File: config.mk
export PLATFORM = sky130hd
export DESIGN_NAME = fc_classify_ctrl
export DESIGN_NICKNAME = d
export VERILOG_FILES = /design/src/rtl/fc_pkg.sv /design/src/rtl/fc_argmax_scan.sv /design/src/rtl/fc_classify_ctrl.sv
export SDC_FILE = /design/constraint.sdc
export NUM_CORES = 1
export LEC_CHECK = 0
export BUFFER_PORTS_ARGS = -buffer_cell sky130_fd_sc_hd__buf_2
export CORE_MARGIN = 2
export CORE_UTILIZATION = 60
export DETAILED_ROUTE_END_ITERATION = 8
export PLACE_DENSITY = 0.87
export SETUP_SLACK_MARGIN = 0.5
export SYNTH_ARGS = -nofsm -noshare
export SYNTH_HDL_FRONTEND = slang
export SYNTH_SLANG_ARGS = --single-unit
export TNS_END_PERCENT = 5
File: constraint.sdc
create_clock -name clk -period 8.3 [get_ports clk]
set_input_delay 0.415 -clock clk [delete_from_list [all_inputs] [get_ports clk]]
set_output_delay 0.415 -clock clk [all_outputs]
set_load 0.01 [all_outputs]
File: src/rtl/fc_pkg.sv
// Shared types and defaults for the fully-connected classification controller.
package fc_pkg;

    localparam int unsigned NUM_CLASSES_DEF = 10;
    localparam int unsigned IN_LEN_DEF      = 16;
    localparam int unsigned DATA_W_DEF      = 16;

    typedef enum logic [2:0] {
        ST_IDLE,
        ST_CLEAR,
        ST_ACCUM,
        ST_WAIT,
        ST_SCAN,
        ST_OUT
    } fc_ctrl_state_t;

    // Index width for a memory of the given depth; never narrower than one bit.
    function automatic int unsigned addr_w(input int unsigned depth);
        return (depth > 1) ? $clog2(depth) : 1;
    endfunction

    localparam int unsigned CLS_W_DEF = addr_w(NUM_CLASSES_DEF);

endpackage

File: src/rtl/fc_argmax_scan.sv
// Sequential argmax over the score buffer: one signed compare per cycle, ties keep the lowest index.
module fc_argmax_scan
    import fc_pkg::*;
#(
    parameter int unsigned NUM_CLASSES = NUM_CLASSES_DEF,
    parameter int unsigned DATA_W      = DATA_W_DEF,
    parameter int unsigned CLS_W       = addr_w(NUM_CLASSES)
) (
    input  logic              clk,
    input  logic              reset,
    input  logic              start,
    output logic [CLS_W-1:0]  rd_idx,
    input  logic [DATA_W-1:0] rd_score,
    output logic              done_c,
    output logic [CLS_W-1:0]  max_idx,
    output logic [DATA_W-1:0] max_score
);

    localparam logic [CLS_W-1:0] IDX_LAST = CLS_W'(NUM_CLASSES - 1);

    logic             active;
    logic [CLS_W-1:0] idx;

    // idx rests at 0 while idle, so the start cycle reads score[0] as the seed.
    assign rd_idx = idx;
    assign done_c = active && (idx == IDX_LAST);

    always_ff @(posedge clk) begin
        if (!reset) begin
            active    <= 1'b0;
            idx       <= '0;
            max_idx   <= '0;
            max_score <= '0;
        end else if (start) begin
            active    <= 1'b1;
            idx       <= CLS_W'(1);
            max_idx   <= '0;
            max_score <= rd_score;
        end else if (active) begin
            if ($signed(rd_score) > $signed(max_score)) begin
                max_idx   <= idx;
                max_score <= rd_score;
            end
            if (idx == IDX_LAST) begin
                active <= 1'b0;
                idx    <= '0;
            end else begin
                idx <= idx + CLS_W'(1);
            end
        end
    end

endmodule

File: src/rtl/fc_classify_ctrl.sv
// Sequencer for the FC classification stage: per-class MAC dot products, score capture,
// argmax scan and a valid/ready result port.
module fc_classify_ctrl
    import fc_pkg::*;
#(
    parameter int unsigned NUM_CLASSES = NUM_CLASSES_DEF,
    parameter int unsigned IN_LEN      = IN_LEN_DEF,
    parameter int unsigned DATA_W      = DATA_W_DEF,
    parameter int unsigned CLS_W       = addr_w(NUM_CLASSES)
) (
    input  logic                                   clk,
    input  logic                                   reset,
    input  logic                                   start,
    output logic                                   busy,
    output logic [addr_w(IN_LEN)-1:0]              feat_addr,
    output logic [addr_w(NUM_CLASSES*IN_LEN)-1:0]  wgt_addr,
    output logic                                   mac_clr,
    output logic                                   mac_en,
    output logic                                   mac_last,
    input  logic                                   acc_valid,
    input  logic [DATA_W-1:0]                      acc_data,
    output logic                                   result_valid,
    input  logic                                   result_ready,
    output logic [CLS_W-1:0]                       result_class,
    output logic [DATA_W-1:0]                      result_score
);

    localparam int unsigned FEAT_W = addr_w(IN_LEN);
    localparam int unsigned WGT_W  = addr_w(NUM_CLASSES * IN_LEN);
    localparam logic [FEAT_W-1:0] K_LAST = FEAT_W'(IN_LEN - 1);
    localparam logic [CLS_W-1:0]  J_LAST = CLS_W'(NUM_CLASSES - 1);

    fc_ctrl_state_t    state, state_nxt;
    logic [CLS_W-1:0]  j, j_nxt;
    logic [FEAT_W-1:0] k, k_nxt;
    logic              clr_nxt, en_nxt, last_nxt, valid_nxt;
    logic [FEAT_W-1:0] feat_nxt;
    logic [WGT_W-1:0]  wgt_nxt;
    logic [WGT_W-1:0]  row_base;
    logic              capture_c, scan_start_c, scan_done_c;
    logic [CLS_W-1:0]  scan_idx;
    logic [DATA_W-1:0] score [NUM_CLASSES];

    assign row_base = WGT_W'(j) * WGT_W'(IN_LEN);

    // Next state plus next values of the registered strobes and addresses.
    always_comb begin
        state_nxt    = state;
        j_nxt        = j;
        k_nxt        = k;
        clr_nxt      = 1'b0;
        en_nxt       = 1'b0;
        last_nxt     = 1'b0;
        valid_nxt    = 1'b0;
        feat_nxt     = '0;
        wgt_nxt      = '0;
        capture_c    = 1'b0;
        scan_start_c = 1'b0;
        unique case (state)
            ST_IDLE: begin
                if (start) begin
                    state_nxt = ST_CLEAR;
                    j_nxt     = '0;
                    clr_nxt   = 1'b1;
                end
            end
            ST_CLEAR: begin
                state_nxt = ST_ACCUM;
                k_nxt     = '0;
                en_nxt    = 1'b1;
                wgt_nxt   = row_base;
                last_nxt  = (K_LAST == '0);
            end
            ST_ACCUM: begin
                if (k == K_LAST) begin
                    state_nxt = ST_WAIT;
                end else begin
                    k_nxt    = k + FEAT_W'(1);
                    en_nxt   = 1'b1;
                    feat_nxt = k_nxt;
                    wgt_nxt  = row_base + WGT_W'(k_nxt);
                    last_nxt = (k_nxt == K_LAST);
                end
            end
            ST_WAIT: begin
                if (acc_valid) begin
                    capture_c = 1'b1;
                    if (j == J_LAST) begin
                        state_nxt    = ST_SCAN;
                        scan_start_c = 1'b1;
                    end else begin
                        state_nxt = ST_CLEAR;
                        j_nxt     = j + CLS_W'(1);
                        clr_nxt   = 1'b1;
                    end
                end
            end
            ST_SCAN: begin
                if (scan_done_c) begin
                    state_nxt = ST_OUT;
                    valid_nxt = 1'b1;
                end
            end
            ST_OUT: begin
                if (result_ready) begin
                    state_nxt = ST_IDLE;
                end else begin
                    valid_nxt = 1'b1;
                end
            end
            default: state_nxt = ST_IDLE;
        endcase
    end

    always_ff @(posedge clk) begin
        if (!reset) begin
            state        <= ST_IDLE;
            j            <= '0;
            k            <= '0;
            busy         <= 1'b0;
            mac_clr      <= 1'b0;
            mac_en       <= 1'b0;
            mac_last     <= 1'b0;
            feat_addr    <= '0;
            wgt_addr     <= '0;
            result_valid <= 1'b0;
        end else begin
            state        <= state_nxt;
            j            <= j_nxt;
            k            <= k_nxt;
            busy         <= (state_nxt != ST_IDLE);
            mac_clr      <= clr_nxt;
            mac_en       <= en_nxt;
            mac_last     <= last_nxt;
            feat_addr    <= feat_nxt;
            wgt_addr     <= wgt_nxt;
            result_valid <= valid_nxt;
        end
    end

    // Score buffer is deliberately left out of reset; every entry is rewritten each run.
    always_ff @(posedge clk) begin
        if (reset && capture_c) begin
            score[j] <= acc_data;
        end
    end

    fc_argmax_scan #(
        .NUM_CLASSES (NUM_CLASSES),
        .DATA_W      (DATA_W),
        .CLS_W       (CLS_W)
    ) u_scan (
        .clk       (clk),
        .reset     (reset),
        .start     (scan_start_c),
        .rd_idx    (scan_idx),
        .rd_score  (score[scan_idx]),
        .done_c    (scan_done_c),
        .max_idx   (result_class),
        .max_score (result_score)
    );

endmodule

=== Yosys cells after proc, flatten, opt, wreduce, memory -nomap -nowiden ===
Memory sizes are Yosys's and may differ from the RTL's.
Index checks and enable logic that the tools add are counted.

* Shift-type cells: 0
* Bitwise gates (word level): 2
* Order comparisons: 1
* Multiplexer cells: 40
* Equal/unequal tests: 13
* Reduce and logical (&&, ||, !) cells: 14
* $mul: 0
* Add/sub/neg operators: 4
* Divide/modulo/power cells: 0

{| class="wikitable"
|+ Operator list
! cell !! count
|-
| two-way mux 16 bit || 3
|-
| two-way mux 4 bit || 5
|-
| two-way mux 1 bit || 18
|-
| two-way mux 3 bit || 6
|-
| case mux 3 bit (6 select lines) || 1
|-
| == test 4 bit, second input constant || 4
|-
| > comparator 16 bit || 1
|-
| case mux 4 bit (2 select lines) || 2
|-
| case mux 8 bit (2 select lines) || 1
|-
| adder 4 x 1 -> 4 bit, second input constant || 3
|-
| adder 8 x 4 -> 8 bit || 1
|-
| two-way mux 8 bit || 1
|-
| != test 2 bit, second input constant || 4
|-
| nonzero test 2 bit || 4
|-
| == test 3 x 2 -> 1 bit, second input constant || 2
|-
| == test 3 bit, second input constant || 2
|-
| case mux 1 bit (2 select lines) || 3
|-
| AND reduction 2 bit || 3
|-
| AND reduction 4 bit || 1
|-
| == test 3 x 1 -> 1 bit, second input constant || 1
|-
| zero test 3 bit || 1
|-
| nonzero test 3 bit || 1
|-
| OR reduction 3 bit || 1
|-
| logical AND 1 bit || 2
|-
| 2 further kinds || 3
|}

* Memory bits (read-only): 0
* Latch bits: 0
* Flip-flop bits (word level): 53
* RAM bits: 160
* Bits of input ports: 21
* Memories: 1

{| class="wikitable"
|+ Memory list
! name !! depth !! bits a word !! rd ports !! clocked after memory_dff !! wr ports !! line !! text
|-
| score || 10 || 16 || 1 || 0 || 1 || fc_classify_ctrl.sv:42 || <nowiki>logic [DATA_W-1:0] score [NUM_CLASSES];</nowiki>
|}

=== Depth between registers and ports, before layout ===
Gate-level depths: netlist of run 1.

* Depth in word-level cells: 6
* Depth in mapped cells: 15
* Depth with buffers taken out: 11

=== Hierarchy ===
Synthesis of run 1 repeated with hierarchy kept, for this count alone.

* Cell total of the unflattened synthesis: 582
* Area total of the unflattened synthesis: 8,739.6 µm²

{| class="wikitable"
|+ Modules (own cells, without submodules)
! module !! times used !! area an instance (µm²) !! sequential area each (µm²) !! cells each
|-
| fc_classify_ctrl || 1 || 7,260.7 || 5,365.1 || 406
|-
| fc_argmax_scan || 1 || 1,478.9 || 500.5 || 176
|}

=== Worst setup path before layout of run 1 ===
OpenSTA, ideal clock, no wires.

* Path kind: register to register
* From: reg u_scan.idx[0], in the netlist u_scan.rd_idx[0]
* To: reg u_scan.max_score[10]
* Arrival: 3.297 ns
* Clock period less this slack: 3.429 ns
* Library setup time: 0.132 ns
* Buffers on the path: 4
* Slack: 4.871 ns
* Data required time: 8.168 ns
* Cell stages (with the launch flop): 15
* Path through: dfxtp_1 clkbuf_1 buf_1 mux4_2 nand2_1 a31oi_1 ha_1 nand4_2 or4_4 a21oi_2 o31ai_2 buf_6 buf_2 o211ai_1 a21oi_1

* Word-level cells in the longest chain between the ends: 4
* Elaborated cells on any way between the ends: 7
* Those cells by class: 1 x order compare; 3 x mux; 2 x reduce/logical; 1 x memory

{| class="wikitable"
|+ Ends and longest elaborated chain
! item !! line !! text
|-
| start, declared || fc_argmax_scan.sv:22 || <nowiki>logic [CLS_W-1:0] idx;</nowiki>
|-
| start signal, assigned || fc_argmax_scan.sv:48 || <nowiki>idx <= idx + CLS_W'(1);</nowiki>
|-
| memory (10 x 16 bit) || n/a ||
|-
| net u_scan.rd_score[15] || fc_argmax_scan.sv:13 || <nowiki>input logic [DATA_W-1:0] rd_score,</nowiki>
|-
| > comparator 16 bit || fc_argmax_scan.sv:40 || <nowiki>if ($signed(rd_score) > $signed(max_score)) begin</nowiki>
|-
| nonzero test 2 bit (no line) || n/a ||
|-
| AND reduction 2 bit (no line) || n/a ||
|-
| end signal, assigned || fc_argmax_scan.sv:38 || <nowiki>max_score <= rd_score;</nowiki>
|-
| end signal, assigned || fc_argmax_scan.sv:42 || <nowiki>max_score <= rd_score;</nowiki>
|-
| end, declared || fc_argmax_scan.sv:16 || <nowiki>output logic [DATA_W-1:0] max_score</nowiki>
|}

The timed path passes the listed nets, and every way through them passes these cells. The select of a mux whose other input is x is not followed.
A chain may end at the register's enable or synchronous reset.

=== Worst setup path in the final report of run 1 ===
* From: reg u_scan.idx[0], in the netlist u_scan.rd_idx[0]
* To: reg u_scan.max_score[9]

The elaborated chain is that of the path after synthesis.

==> flow_summary.ini, run 1 <==
[status]
status = complete, no violations

[global_routing]
grtUsageTotal_pct = 24.0
grt_pass1_vias = 5451
busiest_layer = met2
grt_pass1_wl_mm = 29.1
gr-total-overflow = 0
met2_usage_pct = 39.1
grt_use_met3_pct = 5.24
antenna_found_initial = 1
grt_max_degree = 69
grt_use_met1_pct = 31.1

[detailed_routing]
drc = 0
viasPerCell = 6.45
drt_first_iter_violations = 659
vias = 5519
antenna_left = 0
firstDrtPassIters = 5
drt_wl_total_mm = 18.8
wl_per_cell_um = 22.0

[sta]
min_period_ns = 5.02
finalSetupViolCount = 0
worst_slew_pin_slew_ns = 1.45
rsz0062_at_grt = no
tns_ns = 0
fmax_ghz = 0.199
fin_ws_ns = 3.28
slew_headroom_pct = 3.12
drv_slew = 0
finalClockSkew_ns = 0.0115
fin_crit_sh_pct = 60.5
hold_viol_final = 0

[clocking]
clock-sinks = 213
cts_buffer_depth = 3
cts_made_buffers = 21
clockRootBuffer = clkbuf_16
tritoncts = built
ctsHoldBuffers = 0
ctsResizeCount = 0
h-tree-depth = 1
cts_setup_buffers = 0
clock_latency_ns = 0.50
clk_pin_slew_ns = 0.06

[logic_synthesis]
yosysWarnings = 0
async_flop_share_pct = 0
avgSynthCellArea_um2 = 14.3
yosys_register_bits = 213
synth-edff-count = 160
synth.top_cell.area_share_pct = 55.0
seq_area_frac_synth_pct = 67.2
netlist_area_um2 = 8730
syn-num-nets = 653
yosysTopAreaCell = edfxtp_1
ys_top_cells_by_area = edfxtp_1 55%, dfxtp_1 12%, mux4_2 8.3%
ys_types = 50
synthCells = 610
synth_top_flop_cell = edfxtp_1

[worst_setup_path]
reg2reg_slack_ns = 3.28
cp_slowest_cell = dfxtp_4
start_kind = flop
worstSetupPathType = reg2reg
critPathCaptureType = flop
crit_path_max_incr_delay_ns = 1.00
cp_cell_sequence = mux4_2 > nand2_1 > a31oi_1 > ha_1 > nand4_2 > or4_4 > o21ai_2 > a22oi_1 > nand3_1 > a21oi_1
crit_arrival_ns = 5.38
crit_fanout = 68
required_ns = 8.67

[floorplan]
die_area_um2 = 15500
core_um2 = 14400
die_y_um = 125
row_count = 44
die-width_um = 125
start_util_pct = 60.8
num_io_pins = 58

[placement]
port_buffers = 57
dpl.hpwl_mm = 10.7
place_congestion = 0.828
dpl_cell_area_um2 = 9140
pre_cts_ws_ns = 3.52

[finish]
fin_area_um2 = 9770
diodes = 0
drive_gt1_share_pct = 20.0
synthToLayoutAreaGrowth_pct = 11.9
finalNetCount = 701
utilization_pct = 68.0
fillers = 889
final_common_cell = edfxtp_1
layout_common_cells = 160 x edfxtp_1, 57 x buf_2, 54 x nand2_1

[pwr]
ir_worst_vdd_mv = 0.175
power_density_nw_per_um2 = 211
power_mw = 2.06
static-leakage-power_nw = 3.30

[hold_path]
hold_class = in2reg

[job]
maxCapViolCount = 0
-- per-layer routing --
metal / up-vias / part of all wire, %
met5: - / 0.069
met4: 2 / 4.0
li1: 2421 / -
met2: 311 / 49
met3: 75 / 8.7
met1: 2710 / 38
-- cells in the mapped netlist, types with 2 or more instances --
master	n
o21a_1	2
nand4_1	4
buf_1	2
xor2_1	3
mux2i_1	2
buf_4	2
nor3b_1	2
o211ai_1	19
nor2b_1	22
nand3_1	24
inv_1	24
nand2b_1	2
nor4_1	2
nor2_1	23
buf_2	12
a31oi_1	15
and3_1	4
nor3_1	13
nand2_1	54
clkbuf_1	19
dfxtp_1	53
a211oi_1	17
o21ai_0	10
xnor2_1	3
o21bai_1	2
and3b_1	2
a31o_2	3
or4_1	3
mux4_2	32
and2_1	6
ha_1	22
edfxtp_1	160
or3_1	2
a21oi_1	29
-- sequential cells by signal (all words and copies together), names as in the netlist, 3 cells and up --
register / cells
u_scan.max_score: 16
score: 160
state: 3
k: 4
u_scan.rd_idx: 4
feat_addr: 4
wgt_addr: 8
j: 4
u_scan.max_idx: 4
-- logic make-up after synthesis --
group                      synth area share [%]
DFF                                        67.2
and+or+nand+nor                            9.62
AOI/OAI and AO/OA                          7.98
buffers and inverters                      2.98
muxes                                      8.48
adders and majority gates                  3.15
xor gates and xnor gates                  0.602
-- path summary, 6_finish.rpt --
kind	to	startpoint	depth (start not counted)
setup reg to reg	u_scan.max_score[9]	u_scan.rd_idx[0]	10
hold reg to reg	u_scan.max_idx[0]	u_scan.max_idx[0]	2
setup / recovery	u_scan.max_score[9]	u_scan.rd_idx[0]	10
hold / removal	score[0][3]	acc_data[3]	1
-- layout make-up --
| class | count | area (µm²) | area share (%) |
|---|---|---|---|
| clock buffer | 31 | 606 | 6.20 |
| inverter | 24 | 90.1 | 0.922 |
| tap | 184 | 230 | 2.36 |
| timing repair buffer | 62 | 323 | 3.30 |
| sequential | 213 | 5870 | 60.1 |
| multi-input combinational | 336 | 2630 | 26.9 |
| clock inverter | 5 | 25.0 | 0.256 |
-- power by group --
part | switching (mW) | total (mW) | internal (mW) | leakage (nW)
Clock | 0.369 | 0.873 | 0.504 | 0.310
Sequential | 0.00321 | 1.15 | 1.15 | 1.87
Combinational | 0.0285 | 0.0403 | 0.0118 | 1.13
-- worst max-delay path, delay by kind of cell, from the launching register on --
kind | cells | cell delay [ns]
AND/OR/NAND/NOR | 4 | 1.13
multiplexers | 1 | 0.62
AO/OA/AOI/OAI | 4 | 1.60
flip-flops | 1 | 1.00
adder cells (fa/ha/maj) | 1 | 0.48
-- per-stage QoR --
stage	hold WS [ns]	instances
after floorplan	0.453	610
after global placement	0.447	819
after detailed placement	0.454	819
after CTS	0.196	855
after global routing	0.228	855
final	0.213	855
Power figures use the tool's default switching activity.
==> run 2: changes to the inputs <==
--- a/config.mk
+++ b/config.mk
@@ -5,11 +5,12 @@
 export SDC_FILE = /design/constraint.sdc
 export NUM_CORES = 1
 export LEC_CHECK = 0
+export ABC_AREA = 1
 export BUFFER_PORTS_ARGS = -buffer_cell sky130_fd_sc_hd__buf_2
 export CORE_MARGIN = 2
-export CORE_UTILIZATION = 60
+export CORE_UTILIZATION = 54
 export DETAILED_ROUTE_END_ITERATION = 8
-export PLACE_DENSITY = 0.87
+export PLACE_DENSITY = 0.83
 export SETUP_SLACK_MARGIN = 0.5
 export SYNTH_ARGS = -nofsm -noshare
 export SYNTH_HDL_FRONTEND = slang
==> constraint.sdc (replaced) <==
create_clock -name clk -period 4.28 [get_ports clk]
set_input_delay 0.214 -clock clk [delete_from_list [all_inputs] [get_ports clk]]
set_output_delay 0.214 -clock clk [all_outputs]
set_load 0.01 [all_outputs]
==> run 2 against run 1 <==
Compared with the run above: synthesized cell count grew 24%; die area increased by 12%; cell area rose by 3.1%; fmax up 44%; register-to-register slack worse by 2.5 ns; sequential share of layout area is 1.8 points lower; worst setup slack worse by 2.5 ns; non-clock buffer count rose by 12; cell count rose by 23%; flip-flop and latch count unchanged; core utilization decreased by 4.6 points; combinational power rose by 88%; critical endpoint is now u_scan.max_score[15].
==> flow_summary.ini, run 2 <==
[hold_path]
hold_class = in2reg

[logic_synthesis]
synth-edff-count = 160
ys_top_cells_by_count = 160 x edfxtp_1, 111 x nor2_1, 99 x nand2_1
synthCells = 759
async_flop_share_pct = 0
synth_compound_area_share_pct = 11.5
synth_top_flop_cell = edfxtp_1
yosys.area_share.adder_pct = 3.13
ys_types = 34
yosysMostFrequentCell = edfxtp_1
synth.top_cell.area_share_pct = 54.6
ys_top_cells_by_area = edfxtp_1 55%, dfxtp_1 12%, nor2_1 4.7%
netlist_area_um2 = 8800
avgSynthCellArea_um2 = 11.6
synth_top_family_by_area = simple AND/OR/NAND/NOR gates
synth_mux_area_share_pct = 0
yosysWarnings = 0
syn-num-nets = 802
synth-simple-area-share_pct = 13.9
seq_area_frac_synth_pct = 66.6
yosys_register_bits = 213
yosysTopAreaCell = edfxtp_1
synth_xor_area_share_pct = 0.0995

[sta]
worst_slew_pin_slew_ns = 0.823
finalSetupViolCount = 0
tns_ns = 0
fin_crit_sh_pct = 81.3
rsz0062_at_grt = no
drv_slew = 0
whs_ns = 0.0160
fmax_ghz = 0.287
slew_headroom_pct = 45.1
fin_ws_ns = 0.800
hold_viol_final = 0
min_period_ns = 3.48
finalClockSkew_ns = 0.0152

[finish]
drive_gt1_share_pct = 19.0
fin_area_um2 = 10100
finalNetCount = 866
layout_common_cells = 160 x edfxtp_1, 111 x nor2_1, 99 x nand2_1
final_common_cell = edfxtp_1
synthToLayoutAreaGrowth_pct = 14.5
largest_reg_flops = 160
top_regs = score (160), u_scan.max_score (16), wgt_addr (8)
regMostFlops = score
fillers = 1181

[pwr]
p_switching_mw = 0.804
power_density_nw_per_um2 = 423
static-leakage-power_nw = 3.71
ir_worst_vdd_mv = 0.294
clkPwrFrac_pct = 45.9
pwr-share-seq_pct = 52.3
power_frac_comb_pct = 1.8
switching_share_pct = 18.9
p_int_mw = 3.46

[global_routing]
grt_max_degree = 52
grtUsageTotal_pct = 22.0
antenna_found_initial = 2
grt_pass1_vias = 5663
gr-total-overflow = 0
grt_pass1_wl_mm = 30.2

[floorplan]
core_um2 = 15900
die_y_um = 132
die-width_um = 132
num_io_pins = 58
row_count = 46
start_util_pct = 55.4
die_area_um2 = 17300

[detailed_routing]
wl_met1_mm = 8.16
drt_first_iter_violations = 533
met2_length_mm = 9.30
firstDrtPassIters = 6
antenna_left = 0
wl_per_cell_um = 18.5
drt_wl_total_mm = 19.5
wl_met3_mm = 1.55
highest_layer = met5
drc = 0
vias = 6053
viasPerCell = 5.74

[worst_setup_path]
required_ns = 4.72
critPathCaptureType = flop
start_kind = flop
crit_fanout = 33
crit_arrival_ns = 3.92
worstSetupPathType = reg2reg

[placement]
port_buffers = 57
place_congestion = 0.794
dpl.hpwl_mm = 11.4
dpl_cell_area_um2 = 9320
pre_cts_ws_ns = 0.701

[status]
status = complete, no violations

[clocking]
cts_setup_buffers = 0
clock-sinks = 213
ctsHoldBuffers = 0
clockRootBuffer = clkbuf_16
cts_buffer_depth = 3
tritoncts = built
clock_latency_ns = 0.50
ctsResizeCount = 0
clk_pin_slew_ns = 0.06
cts_made_buffers = 22
h-tree-depth = 1

[job]
maxCapViolCount = 0
-- run 2: changes by cell type after synthesis, moves of 9 or more --
cell / previous run / this run
a211oi_1: 17 / 0
nor2_1: 23 / 111
o21ai_0: 10 / 48
o2111ai_1: 0 / 14
nand3_2: 0 / 12
nand2_1: 54 / 99
mux4_2: 32 / 0
inv_1: 24 / 46
a31oi_1: 15 / 0
nor2b_1: 22 / 0
o21ai_1: 0 / 9
a22oi_2: 0 / 11
-- run 2: kinds of logic after synthesis --
group                      Yosys count
DFF                                213
adders and majority gates           22
xor gates and xnor gates             1
buffers and inverters               91
and+or+nand+nor                    279
AOI/OAI and AO/OA                  153
-- run 2: per-layer routing --
metal | up-vias | track usage, %
met1 | 2928 | 29.8
met2 | 263 | 36.0
met5 | - | 0
li1 | 2815 | -
met4 | 2 | 7.85
met3 | 45 | 4.05
-- run 2: power by group through the flow --
stage	combinational [mW]	sequential [mW]	clock, mW
after global placement	0.0725	2.27	0
after CTS	0.0750	2.23	1.98
final	0.0756	2.23	1.96
after floorplan	0.0322	2.28	0
after detailed placement	0.0748	2.27	0
after global routing	0.0845	2.23	2.06
-- run 2: worst paths after layout --
path | to | from | depth (start not counted) | slack [ns]
worst max-delay path | u_scan.max_score[15] | u_scan.rd_idx[1] | 20 | 0.80
worst min-delay path | score[3][14] | acc_data[14] | 1 | 0.02
worst max register to register | u_scan.max_score[15] | u_scan.rd_idx[1] | 20 | 0.80
worst min register to register | u_scan.max_idx[2] | u_scan.max_idx[2] | 2 | 0.46
-- run 2: stage by stage --
step	util, %	power [mW]	instances
2_1_floorplan	-	2.31	759
3_3_place_gp	58.7	2.34	1014
3_5_place_dp	58.7	2.35	1014
4_1_cts	63.3	4.28	1052
5_1_grt	63.4	4.37	1053
6_report	63.4	4.26	1054
-- run 2: area by class of cell --
class | instances | area [µm²] | share of cell area, %
Sequential cell | 213 | 5870 | 58.2
Multi-Input combinational cell | 455 | 2560 | 25.4
Clock buffer | 28 | 594 | 5.90
Timing Repair Buffer | 74 | 413 | 4.10
Tap cell | 216 | 270 | 2.68
Inverter | 56 | 221 | 2.20
Clock inverter | 10 | 144 | 1.43
Timing Repair inverter | 1 | 7.51 | 0.0745
Antenna cell | 1 | 2.50 | 0.0248
-- run 2: worst max-delay path, stage by stage (launching register included) --
cell and delay, ns:
dfxtp_1 0.57, clkinvlp_4 0.44, buf_4 0.27, o21ai_0 0.09
o211ai_1 0.13, nand3_1 0.11, o21ai_1 0.11, ha_1 0.31
nand2_1 0.07, nand2_1 0.05, nand3_1 0.06, nand2_1 0.05
a21oi_1 0.17, nand2_1 0.08, nand2_1 0.10, nand2_4 0.08
nand2_4 0.31, nand2_1 0.17, nand2_1 0.10, nand2_1 0.05
nor2_1 0.09
